### src/rtl/ledddc_pkg.sv
// -----------------------------------------------------------------------------
// ledddc_pkg
// Shared definitions for the LED display driver frame-buffer bank scheduler:
//   - default SRAM geometry (AW_DEF / DW_DEF) and frame counter width
//   - scheduler state encoding
//   - bank index constants
// -----------------------------------------------------------------------------
package ledddc_pkg;

    localparam int AW_DEF  = 9;     // 512 words per bank
    localparam int DW_DEF  = 16;    // pixel word width
    localparam int FCW_DEF = 4;     // displayed-frame counter width

    // Scheduler states. Kept as plain constants so the encoding is fixed and
    // visible to anything that inspects the state register.
    localparam logic [1:0] ST_FILL_FIRST = 2'd0;
    localparam logic [1:0] ST_RUN        = 2'd1;
    localparam logic [1:0] ST_WAIT_SWAP  = 2'd2;
    localparam logic [1:0] ST_SINGLE     = 2'd3;

    localparam logic BANK0 = 1'b0;
    localparam logic BANK1 = 1'b1;

endpackage

### src/rtl/ledddc_bank_sched_if.sv
// -----------------------------------------------------------------------------
// ledddc_bank_sched_if
// Request-side bus of the bank scheduler.
//   master : writer (DAI deserializer) and reader (scan/PWM) request drivers
//   slave  : the scheduler
// Signals:
//   wr_req / wr_addr / wr_data : one pixel word per wr_req cycle
//   wr_frame_done              : writer finished a full frame
//   rd_req / rd_addr           : one pixel word read per rd_req cycle
//   rd_frame_done              : reader finished displaying a frame
// -----------------------------------------------------------------------------
interface ledddc_bank_sched_if #(
    parameter int AW = 9,
    parameter int DW = 16
);
    logic          wr_req;
    logic [AW-1:0] wr_addr;
    logic [DW-1:0] wr_data;
    logic          wr_frame_done;
    logic          rd_req;
    logic [AW-1:0] rd_addr;
    logic          rd_frame_done;

    modport master (
        output wr_req, wr_addr, wr_data, wr_frame_done,
        output rd_req, rd_addr, rd_frame_done
    );

    modport slave (
        input wr_req, wr_addr, wr_data, wr_frame_done,
        input rd_req, rd_addr, rd_frame_done
    );
endinterface

### src/rtl/ledddc_bank_port.sv
// -----------------------------------------------------------------------------
// ledddc_bank_port
// Registered pin driver for one frame-buffer SRAM bank. The bank claims a
// request only when the request's bank select matches i_bank_id; otherwise
// its enables stay high and address/data stay zero.
// Ports:
//   i_clk, i_rst_n           : clock, synchronous active-low reset
//   i_bank_id                : which bank this instance drives
//   i_rd_en/i_rd_bank/i_rd_addr            : read request and its target bank
//   i_wr_en/i_wr_bank/i_wr_addr/i_wr_data  : write request and its target bank
//   o_cena/o_aa              : read port enable (active low) and address
//   o_cenb/o_ab/o_db         : write port enable (active low), address, data
// -----------------------------------------------------------------------------
module ledddc_bank_port #(
    parameter int AW = 9,
    parameter int DW = 16
) (
    input  logic          i_clk,
    input  logic          i_rst_n,
    input  logic          i_bank_id,
    input  logic          i_rd_en,
    input  logic          i_rd_bank,
    input  logic [AW-1:0] i_rd_addr,
    input  logic          i_wr_en,
    input  logic          i_wr_bank,
    input  logic [AW-1:0] i_wr_addr,
    input  logic [DW-1:0] i_wr_data,
    output logic          o_cena,
    output logic [AW-1:0] o_aa,
    output logic          o_cenb,
    output logic [AW-1:0] o_ab,
    output logic [DW-1:0] o_db
);
    logic          w_rd_hit;
    logic          w_wr_hit;
    logic          r_cena;
    logic [AW-1:0] r_aa;
    logic          r_cenb;
    logic [AW-1:0] r_ab;
    logic [DW-1:0] r_db;

    assign w_rd_hit = i_rd_en && (i_rd_bank == i_bank_id);
    assign w_wr_hit = i_wr_en && (i_wr_bank == i_bank_id);

    // NOTE: state is updated only with non-blocking assignments so every
    // register samples the pre-edge value of its inputs, independent of
    // statement order.
    always_ff @(posedge i_clk) begin
        if (!i_rst_n) begin
            r_cena <= 1'b1;
            r_aa   <= '0;
            r_cenb <= 1'b1;
            r_ab   <= '0;
            r_db   <= '0;
        end else begin
            // Idle pins are parked at zero so the bank sees no toggling.
            r_cena <= !w_rd_hit;
            r_aa   <= w_rd_hit ? i_rd_addr : '0;
            r_cenb <= !w_wr_hit;
            r_ab   <= w_wr_hit ? i_wr_addr : '0;
            r_db   <= w_wr_hit ? i_wr_data : '0;
        end
    end

    assign o_cena = r_cena;
    assign o_aa   = r_aa;
    assign o_cenb = r_cenb;
    assign o_ab   = r_ab;
    assign o_db   = r_db;
endmodule

### src/rtl/ledddc_bank_sched.sv
// -----------------------------------------------------------------------------
// ledddc_bank_sched
// Ping-pong scheduler for the two 512x16 frame-buffer banks. Writes land in
// bank wb, reads come from the other bank, and the banks swap only on frame
// boundaries agreed by writer and reader. mode = 0 collapses to bank 0 only.
// Ports:
//   GCK, rst        : clock, synchronous active-low reset
//   mode            : 1 = ping-pong, 0 = single bank
//   bus (slave)     : write/read requests and frame_done pulses
//   CENA0/1, AA0/1  : bank read enables (active low) and addresses
//   CENB0/1, AB0/1, DB0/1 : bank write enables (active low), addresses, data
//   rd_sel          : QA mux select, aligned with SRAM read data
//   rd_blank        : no frame displayable yet
//   wr_drop         : a write was discarded while waiting for a swap
//   frame_cnt       : number of completed swaps, wraps silently
// Optional (LEDDC_SCHED_STATS_EN): drop_cnt (saturating drop count),
//   ovf_sticky (set on first drop, cleared only by reset).
// -----------------------------------------------------------------------------
module ledddc_bank_sched
    import ledddc_pkg::*;
#(
    parameter int AW  = AW_DEF,
    parameter int DW  = DW_DEF,
    parameter int FCW = FCW_DEF
) (
    input  logic               GCK,
    input  logic               rst,
    input  logic               mode,
    ledddc_bank_sched_if.slave bus,
    output logic               CENA0,
    output logic               CENA1,
    output logic [AW-1:0]      AA0,
    output logic [AW-1:0]      AA1,
    output logic               CENB0,
    output logic               CENB1,
    output logic [AW-1:0]      AB0,
    output logic [AW-1:0]      AB1,
    output logic [DW-1:0]      DB0,
    output logic [DW-1:0]      DB1,
    output logic               rd_sel,
    output logic               rd_blank,
    output logic               wr_drop,
    output logic [FCW-1:0]     frame_cnt
`ifdef LEDDC_SCHED_STATS_EN
    ,
    output logic [7:0]         drop_cnt,
    output logic               ovf_sticky
`endif
);
    logic [1:0]     r_state;
    logic           r_wb;
    logic           r_rd_blank;
    logic [FCW-1:0] r_frame_cnt;
    logic           r_wr_drop;
    logic           r_rd_v1;
    logic           r_rd_b1;
    logic           r_rd_sel;

    logic [1:0]     w_state_nxt;
    logic           w_wb_nxt;
    logic           w_blank_nxt;
    logic           w_cnt_inc;
    logic           w_single;
    logic           w_wr_en;
    logic           w_wr_bank;
    logic           w_rd_en;
    logic           w_rd_bank;
    logic           w_drop;

    // Steering uses the registered state, so a swap edge only affects
    // requests that arrive in the following cycle.
    assign w_single  = (r_state == ST_SINGLE);
    assign w_wr_en   = bus.wr_req && (r_state != ST_WAIT_SWAP);
    assign w_wr_bank = w_single ? BANK0 : r_wb;
    assign w_rd_en   = bus.rd_req && (r_state != ST_FILL_FIRST);
    assign w_rd_bank = w_single ? BANK0 : !r_wb;
    assign w_drop    = bus.wr_req && (r_state == ST_WAIT_SWAP);

    // NOTE: every output of this block is given a default first, so no path
    // leaves a value unassigned and no latch can be inferred.
    always_comb begin
        w_state_nxt = r_state;
        w_wb_nxt    = r_wb;
        w_blank_nxt = r_rd_blank;
        w_cnt_inc   = 1'b0;
        if (!mode) begin
            // Mode change wins over frame_done; only an established SINGLE
            // state counts displayed frames.
            w_state_nxt = ST_SINGLE;
            w_wb_nxt    = BANK0;
            w_blank_nxt = 1'b0;
            w_cnt_inc   = w_single && bus.rd_frame_done;
        end else if (w_single) begin
            w_state_nxt = ST_FILL_FIRST;
            w_wb_nxt    = BANK0;
            w_blank_nxt = 1'b1;
        end else begin
            case (r_state)
                ST_FILL_FIRST: begin
                    if (bus.wr_frame_done) begin
                        w_state_nxt = ST_RUN;
                        w_wb_nxt    = !r_wb;
                        w_blank_nxt = 1'b0;
                        w_cnt_inc   = 1'b1;
                    end
                end
                ST_RUN: begin
                    if (bus.wr_frame_done && bus.rd_frame_done) begin
                        w_wb_nxt  = !r_wb;
                        w_cnt_inc = 1'b1;
                    end else if (bus.wr_frame_done) begin
                        w_state_nxt = ST_WAIT_SWAP;
                    end
                end
                ST_WAIT_SWAP: begin
                    if (bus.rd_frame_done) begin
                        w_state_nxt = ST_RUN;
                        w_wb_nxt    = !r_wb;
                        w_cnt_inc   = 1'b1;
                    end
                end
                default: ;
            endcase
        end
    end

    always_ff @(posedge GCK) begin
        if (!rst) begin
            r_state     <= ST_FILL_FIRST;
            r_wb        <= BANK0;
            r_rd_blank  <= 1'b1;
            r_frame_cnt <= '0;
            r_wr_drop   <= 1'b0;
            r_rd_v1     <= 1'b0;
            r_rd_b1     <= BANK0;
            r_rd_sel    <= BANK0;
        end else begin
            r_state     <= w_state_nxt;
            r_wb        <= w_wb_nxt;
            r_rd_blank  <= w_blank_nxt;
            r_frame_cnt <= r_frame_cnt + FCW'(w_cnt_inc);
            r_wr_drop   <= w_drop;
            // Two-stage select pipe: stage 1 lines up with CENA, stage 2
            // with QA. rd_sel holds its last value between reads.
            r_rd_v1     <= w_rd_en;
            r_rd_b1     <= w_rd_bank;
            if (r_rd_v1) begin
                r_rd_sel <= r_rd_b1;
            end
        end
    end

    ledddc_bank_port #(.AW(AW), .DW(DW)) u_port0 (
        .i_clk     (GCK),
        .i_rst_n   (rst),
        .i_bank_id (BANK0),
        .i_rd_en   (w_rd_en),
        .i_rd_bank (w_rd_bank),
        .i_rd_addr (bus.rd_addr),
        .i_wr_en   (w_wr_en),
        .i_wr_bank (w_wr_bank),
        .i_wr_addr (bus.wr_addr),
        .i_wr_data (bus.wr_data),
        .o_cena    (CENA0),
        .o_aa      (AA0),
        .o_cenb    (CENB0),
        .o_ab      (AB0),
        .o_db      (DB0)
    );

    ledddc_bank_port #(.AW(AW), .DW(DW)) u_port1 (
        .i_clk     (GCK),
        .i_rst_n   (rst),
        .i_bank_id (BANK1),
        .i_rd_en   (w_rd_en),
        .i_rd_bank (w_rd_bank),
        .i_rd_addr (bus.rd_addr),
        .i_wr_en   (w_wr_en),
        .i_wr_bank (w_wr_bank),
        .i_wr_addr (bus.wr_addr),
        .i_wr_data (bus.wr_data),
        .o_cena    (CENA1),
        .o_aa      (AA1),
        .o_cenb    (CENB1),
        .o_ab      (AB1),
        .o_db      (DB1)
    );

    assign rd_sel    = r_rd_sel;
    assign rd_blank  = r_rd_blank;
    assign wr_drop   = r_wr_drop;
    assign frame_cnt = r_frame_cnt;

`ifdef LEDDC_SCHED_STATS_EN
    logic [7:0] r_drop_cnt;
    logic       r_ovf_sticky;

    always_ff @(posedge GCK) begin
        if (!rst) begin
            r_drop_cnt   <= '0;
            r_ovf_sticky <= 1'b0;
        end else if (r_wr_drop) begin
            if (r_drop_cnt != 8'hFF) begin
                r_drop_cnt <= r_drop_cnt + 8'd1;
            end
            r_ovf_sticky <= 1'b1;
        end
    end

    assign drop_cnt   = r_drop_cnt;
    assign ovf_sticky = r_ovf_sticky;
`endif
endmodule

### src/flat_wrapper.sv
// flat-port wrapper written by rule: the top's interface ports become plain ports
module ledddc_bank_sched_flat import ledddc_pkg::*;
#(
    parameter int AW  = AW_DEF,
    parameter int DW  = DW_DEF,
    parameter int FCW = FCW_DEF
)
  (GCK, rst, mode, CENA0, CENA1, AA0, AA1, CENB0, CENB1, AB0, AB1, DB0, DB1, rd_sel, rd_blank, wr_drop, frame_cnt, bus_wr_req, bus_wr_addr, bus_wr_data, bus_wr_frame_done, bus_rd_req, bus_rd_addr, bus_rd_frame_done);
  ledddc_bank_sched_if #(.AW(AW), .DW(DW)) bus_i ();
  input  logic GCK;
  input  logic rst;
  input  logic mode;
  output logic CENA0;
  output logic CENA1;
  output logic [AW-1:0] AA0;
  output logic [AW-1:0] AA1;
  output logic CENB0;
  output logic CENB1;
  output logic [AW-1:0] AB0;
  output logic [AW-1:0] AB1;
  output logic [DW-1:0] DB0;
  output logic [DW-1:0] DB1;
  output logic rd_sel;
  output logic rd_blank;
  output logic wr_drop;
  output logic [FCW-1:0] frame_cnt;
  input wire logic [$bits(bus_i.wr_req)-1:0] bus_wr_req;
  input wire logic [$bits(bus_i.wr_addr)-1:0] bus_wr_addr;
  input wire logic [$bits(bus_i.wr_data)-1:0] bus_wr_data;
  input wire logic [$bits(bus_i.wr_frame_done)-1:0] bus_wr_frame_done;
  input wire logic [$bits(bus_i.rd_req)-1:0] bus_rd_req;
  input wire logic [$bits(bus_i.rd_addr)-1:0] bus_rd_addr;
  input wire logic [$bits(bus_i.rd_frame_done)-1:0] bus_rd_frame_done;
  assign bus_i.wr_req = bus_wr_req;
  assign bus_i.wr_addr = bus_wr_addr;
  assign bus_i.wr_data = bus_wr_data;
  assign bus_i.wr_frame_done = bus_wr_frame_done;
  assign bus_i.rd_req = bus_rd_req;
  assign bus_i.rd_addr = bus_rd_addr;
  assign bus_i.rd_frame_done = bus_rd_frame_done;
  ledddc_bank_sched #(.AW(AW), .DW(DW), .FCW(FCW)) u_core (.GCK(GCK), .rst(rst), .mode(mode), .bus(bus_i), .CENA0(CENA0), .CENA1(CENA1), .AA0(AA0), .AA1(AA1), .CENB0(CENB0), .CENB1(CENB1), .AB0(AB0), .AB1(AB1), .DB0(DB0), .DB1(DB1), .rd_sel(rd_sel), .rd_blank(rd_blank), .wr_drop(wr_drop), .frame_cnt(frame_cnt));
endmodule
### config.mk
export PLATFORM = sky130hd
export DESIGN_NAME = ledddc_bank_sched_flat
export DESIGN_NICKNAME = d
export VERILOG_FILES = /design/src/rtl/ledddc_pkg.sv /design/src/rtl/ledddc_bank_sched_if.sv /design/src/rtl/ledddc_bank_port.sv /design/src/rtl/ledddc_bank_sched.sv /design/src/flat_wrapper.sv
export SDC_FILE = /design/constraint.sdc
export NUM_CORES = 1
export LEC_CHECK = 0
export CAP_MARGIN = 20
export CORE_ASPECT_RATIO = 0.6
export CORE_MARGIN = 10
export CORE_UTILIZATION = 44
export CTS_CLUSTER_DIAMETER = 120
export DETAILED_ROUTE_END_ITERATION = 6
export PLACE_DENSITY = 0.93
export SYNTH_ARGS = -nofsm -noshare
export SYNTH_HDL_FRONTEND = slang
export SYNTH_SLANG_ARGS = --single-unit
### constraint.sdc
create_clock -name GCK -period 2.8 [get_ports GCK]
set_input_delay 0.28 -clock GCK [delete_from_list [all_inputs] [get_ports GCK]]
set_output_delay 0.28 -clock GCK [all_outputs]
set_load 0.01 [all_outputs]
* Word-level counts from Yosys, hierarchy flattened *
Index checks and enable logic that the tools add are counted.
W data, S select, Z words.

cells by class
  equality and inequality tests = 14
  bitwise operators = 4
  $add $sub $neg = 1
  muxes and demuxes = 23
  reduce and logical (&&, ||, !) cells = 25

operators by type and width
  cell                  count
  $ne A4 B3 Y1 const B  4
  $mux W1               14
  $mux W2               6
  $reduce_and A2 Y1     5
  $logic_and A1 B1 Y1   9
  $ne A2 B2 Y1 const B  3
  $ne A3 B1 Y1 const B  2
  $pmux W1 S3           2
  $pmux W2 S3           1
  $logic_not A1 Y1      5
  $ne A5 B1 Y1 const B  1
  $reduce_and A5 Y1     1
  $add A4 B1 Y4         1
  $eq A2 B2 Y1 const B  2
  $not A1 Y1            4
  $reduce_and A4 Y1     1
  $reduce_bool A3 Y1    1
  $reduce_or A3 Y1      1
  $eq A2 B1 Y1 const B  1
  $logic_not A2 Y1      1
  $ne A2 B1 Y1 const B  1
  $reduce_bool A2 Y1    1

storage, ports and cells
  bits of input ports = 41
  flip-flop bits (word level) = 84
  logic and storage cells = 85

* Depth between registers and ports, before layout *
  word-level depth = 6
  mapped depth = 9
  mapped depth without buffers = 9

* By module *
Synthesis repeated with hierarchy kept, for this count alone.

unflattened totals
  cell total of the unflattened synthesis = 249
  area total of the unflattened synthesis = 2748.9 um2

modules (own cells, without submodules)
  module             instances  area each (um2)  sequential area each (um2)  cells an instance
  ledddc_bank_port   2          1056.0           720.7                       91
  ledddc_bank_sched  1          636.9            240.2                       67

* Least setup slack after synthesis *
Ideal clock, no wire load.

  kind = register -> register
  start = register u_core.r_state[0]
  end = register u_core.r_frame_cnt[2] (netlist: u_core.frame_cnt[2])
  arrival = 1.771 ns
  cell stages (with the launch flop) = 10
  required time = 2.685 ns
  period minus slack after synthesis = 1.886 ns
  path buffers = 0
  path slack = 0.914 ns
  cells stage by stage = dfxtp_1 > inv_1 > ha_1 > a21oi_1 > o21ai_0 > a32o_1 > ha_1 > ha_1 > xor2_1 > and2_1

between the ends
  longest elaborated chain between the ends = 5
  elaborated cells on any way between the ends = 9
  those cells by class = 1 x add/sub; 3 x eq/ne; 3 x mux; 2 x reduce/logical

RTL lines
  what                                        line                      RTL
  from (decl)                                 ledddc_bank_sched.sv:50   logic [1:0] r_state;
  from (signal assigned)                      ledddc_bank_sched.sv:138  r_state <= w_state_nxt;
  $eq A2 B2 Y1, or another cell as far along  ledddc_bank_sched.sv:98   case (r_state)
  $pmux W1 S3                                 ledddc_bank_sched.sv:98
  $mux W1                                     ledddc_bank_sched.sv:93   end else if (w_single) begin
  $mux W1 *                                   ledddc_bank_sched.sv:86   if (!mode) begin
  $add A4 B1 Y4 *                             ledddc_bank_sched.sv:141  r_frame_cnt <= r_frame_cnt + FCW'(w_cnt_inc);
  to (signal assigned)                        ledddc_bank_sched.sv:141
  to (decl)                                   ledddc_bank_sched.sv:53   logic [FCW-1:0] r_frame_cnt;

Mark *: on every way between the ends. The rest lies on a longest branch, timed or not.
A chain may end at the register's enable or synchronous reset.

* Worst setup path in the final report *
Same ends and word-level chain as after synthesis.

==> qor.yml <==
status: "complete, no violations"
yosysMostFrequentCell: "dfxtp_1"
cts_max_level: 3
wirelength_um: 6690
start_util: 0.462
synth_nets: 272
grt-busiest-layer: "met2"
cts_resized: 0
yosysUniqueCellTypes: 33
dp_hpwl_um: 5260
slew_viol_final: 0
finalCritPeriodShare: 0.741
crit_slowest_cell: "dfxtp_1"
gp_congestion: 0.852
max-cap-violations: 0
placementRows: 21
port-buffer-count: 119
drtIter0Drc: 59
cp_max_fo: 6
worst_slew_pin_slew_ps: 640
syn2layout_area_growth_pct: 56.8
vias: 1942
min_from: "u_core.r_rd_b1$_SDFF_PN0_"
yosysSeqAreaShare: 0.645
grt_usage: 0.139
crit_end: "u_core.frame_cnt[2]$_SDFF_PN0_"
postSynthCellCount: 224
first_global_vias: 1995
p_per_area_nw_per_um2: 643
clock_latency_ps: 330
synth_area_leaders: "dfxtp_1 (64%), and2_1 (15%), ha_1 (3.4%)"
die-width_um: 119
ys_warn_count: 0
clkSlewWorstSetupHoldPaths_ps: 80
reg2regPathDepth: 9
dominantRegCellSynth: "dfxtp_1"
grt_max_degree: 27
rrSetupSlack_ps: 720
critPathLaunch: "u_core.r_state[0]$_SDFFE_PN0P_"
crit_path_cell_trace: "inv_1 > ha_1 > a21oi_1 > o21ai_0 > a32o_1 > ha_1 > ha_1 > xor2_1 > and2_1"
die-area_um2: 9510
synth_area_um2: 2610
use_met2: 0.240
synth_seq_cells: 84
worstSetupStartpointType: "flip-flop"
cts_tree: "built"
grtUsageMet3: 0.0600
post-place-ws_ps: 706
crit_buf_inv: 1
critPathMaxStageDelay_ps: 390
synthArstFlopShare: 0
required_ps: 3030
path_depth: 9
r2r-end: "u_core.frame_cnt[2]$_SDFF_PN0_"
max_slew_margin: 0.572
core-area_um2: 5650
setup_viol: 0
clock-sinks: 84
use_met1: 0.153
cts_buffers: 9
ctsHoldBuffers: 0
wl_per_cell_um: 15.4
grt-ovfl-total: 0
grt_pass1_wl_um: 10600
layout_setup_ws_ps: 725
ios: 120
dr.pass1.iters: 4
post_route_cells_drive_above_1_share: 0.0648
netlist.area_leader.share: 0.645
grt_setup_unrepaired: "no"
critPathCaptureType: "flip-flop"
skew_ps: 6.62
drc_errors: 0
period_needed_ps: 2080
syn_area_per_cell_um2: 11.6
crit_top_cell: "ha_1"
r2r_start: "u_core.r_state[0]$_SDFFE_PN0P_"
p_leak_nw: 1.67
ant_nets: 0
post-cts-setup-buffers: 0
n_antenna_cell: 0
arrival_ps: 2300
num-nets-final: 398
routed_via_density: 4.46
synth_common_cells: "dfxtp_1 (84), and2_1 (64), and3_1 (11)"
ir_drop_mv: 0.391
die_h_um: 79.6
root_buffer: "clkbuf_8"
max_freq_mhz: 482
antenna_found_initial: 0
path_class: "flip-flop to flip-flop"
hold_class: "flip-flop to flip-flop"
max-clock-path-buffers: 2
tns_ps: 0
critPathTopFamily: "adder cells"
synth_edf_count: 0
hold_viol_final: 0
yosys.area.top_type: "dfxtp_1"
==> per-stage QoR <==
step / util / cells / hold WS, ps / total power (W) / area (µm²)
finish: 0.724 / 435 / 513 / 0.00263 / 4090
global route: 0.724 / 435 / 499 / 0.00275 / 4090
CTS: 0.724 / 435 / 501 / 0.00266 / 4090
detailed placement: 0.685 / 419 / 514 / 0.00172 / 3870
global placement: 0.685 / 419 / 482 / 0.00171 / 3870
floorplan: - / 224 / 389 / 0.00151 / 2610
==> per-layer routing <==
layer  part of all wire  routed length (µm)  vias to the layer above
li1                   -                   -                      966
met1               0.41                2750                      894
met2               0.50                3330                       76
met3              0.084                 564                        6
met4             0.0069                  46                        0
met5                  0                   0                        -
==> cell type report <==
class | instances | area (µm²)
repair buffers | 121 | 1210
fillers | 414 | 1560
multi-input cells | 126 | 852
flip-flops and latches | 84 | 1680
inverters | 8 | 30.0
well taps | 80 | 100
clock buffers | 10 | 128
clock inverters | 6 | 93.8
==> sequential cells by signal, indices dropped and copies added (netlist names), 2 cells and up <==
signal / cells
u_core.u_port0.o_db: 16
u_core.u_port1.o_db: 16
u_core.u_port0.o_aa: 9
u_core.u_port0.o_ab: 9
u_core.u_port1.o_aa: 9
u_core.u_port1.o_ab: 9
u_core.frame_cnt: 4
u_core.r_state: 2
==> power by group <==
part / switching (W) / internal, W / leakage (nW) / total [W]
registers: 0.0000254 / 0.00126 / 0.683 / 0.00129
logic: 0.000182 / 0.000223 / 0.884 / 0.000406
clock network: 0.000425 / 0.000512 / 0.108 / 0.000937
==> worst min-delay path: stages, from the launching register on <==
cell	delay, ps
dfxtp_1	310
mux2i_1	60
nor2b_1	100
==> worst min-delay path by stage <==
stage | endpoint | slack [ps] | cells past startpoint
after floorplan | u_core.r_state[0]$_SDFFE_PN0P_ | 390 | 1
after global placement | u_core.rd_sel$_SDFFE_PN0P_ | 480 | 2
after detailed placement | u_core.rd_sel$_SDFFE_PN0P_ | 510 | 2
after CTS | u_core.u_port1.o_db[4]$_SDFF_PN0_ | 500 | 2
after global routing | u_core.u_port1.o_db[7]$_SDFF_PN0_ | 500 | 2
final | u_core.rd_sel$_SDFFE_PN0P_ | 510 | 2
==> cells by family after synthesis <==
kind of cell | count (synthesis) | share of synthesized area
mux | 1 | 0.00384
compound gates | 14 | 0.0341
simple gates | 101 | 0.245
xor+xnor | 3 | 0.0101
buf+inv | 14 | 0.0288
flops | 84 | 0.645
fa+ha+maj | 7 | 0.0336
==> cells in the final DEF, fill, tap and decap left out, types with 2 or more instances in the layout <==
cell / n
clkdlybuf4s50_1: 119
dfxtp_1: 84
and2_1: 64
and3_1: 11
clkbuf_8: 9
inv_1: 8
ha_1: 7
nand2_1: 5
nand2b_1: 4
a21oi_1: 3
o21ai_0: 3
nor2_1: 3
nand3_1: 3
inv_6: 3
nor2b_1: 2
xnor2_1: 2
or2_2: 2
a31oi_1: 2
bufinv_16: 2
buf_4: 2
No activity file was read; power rests on OpenSTA's default activity.
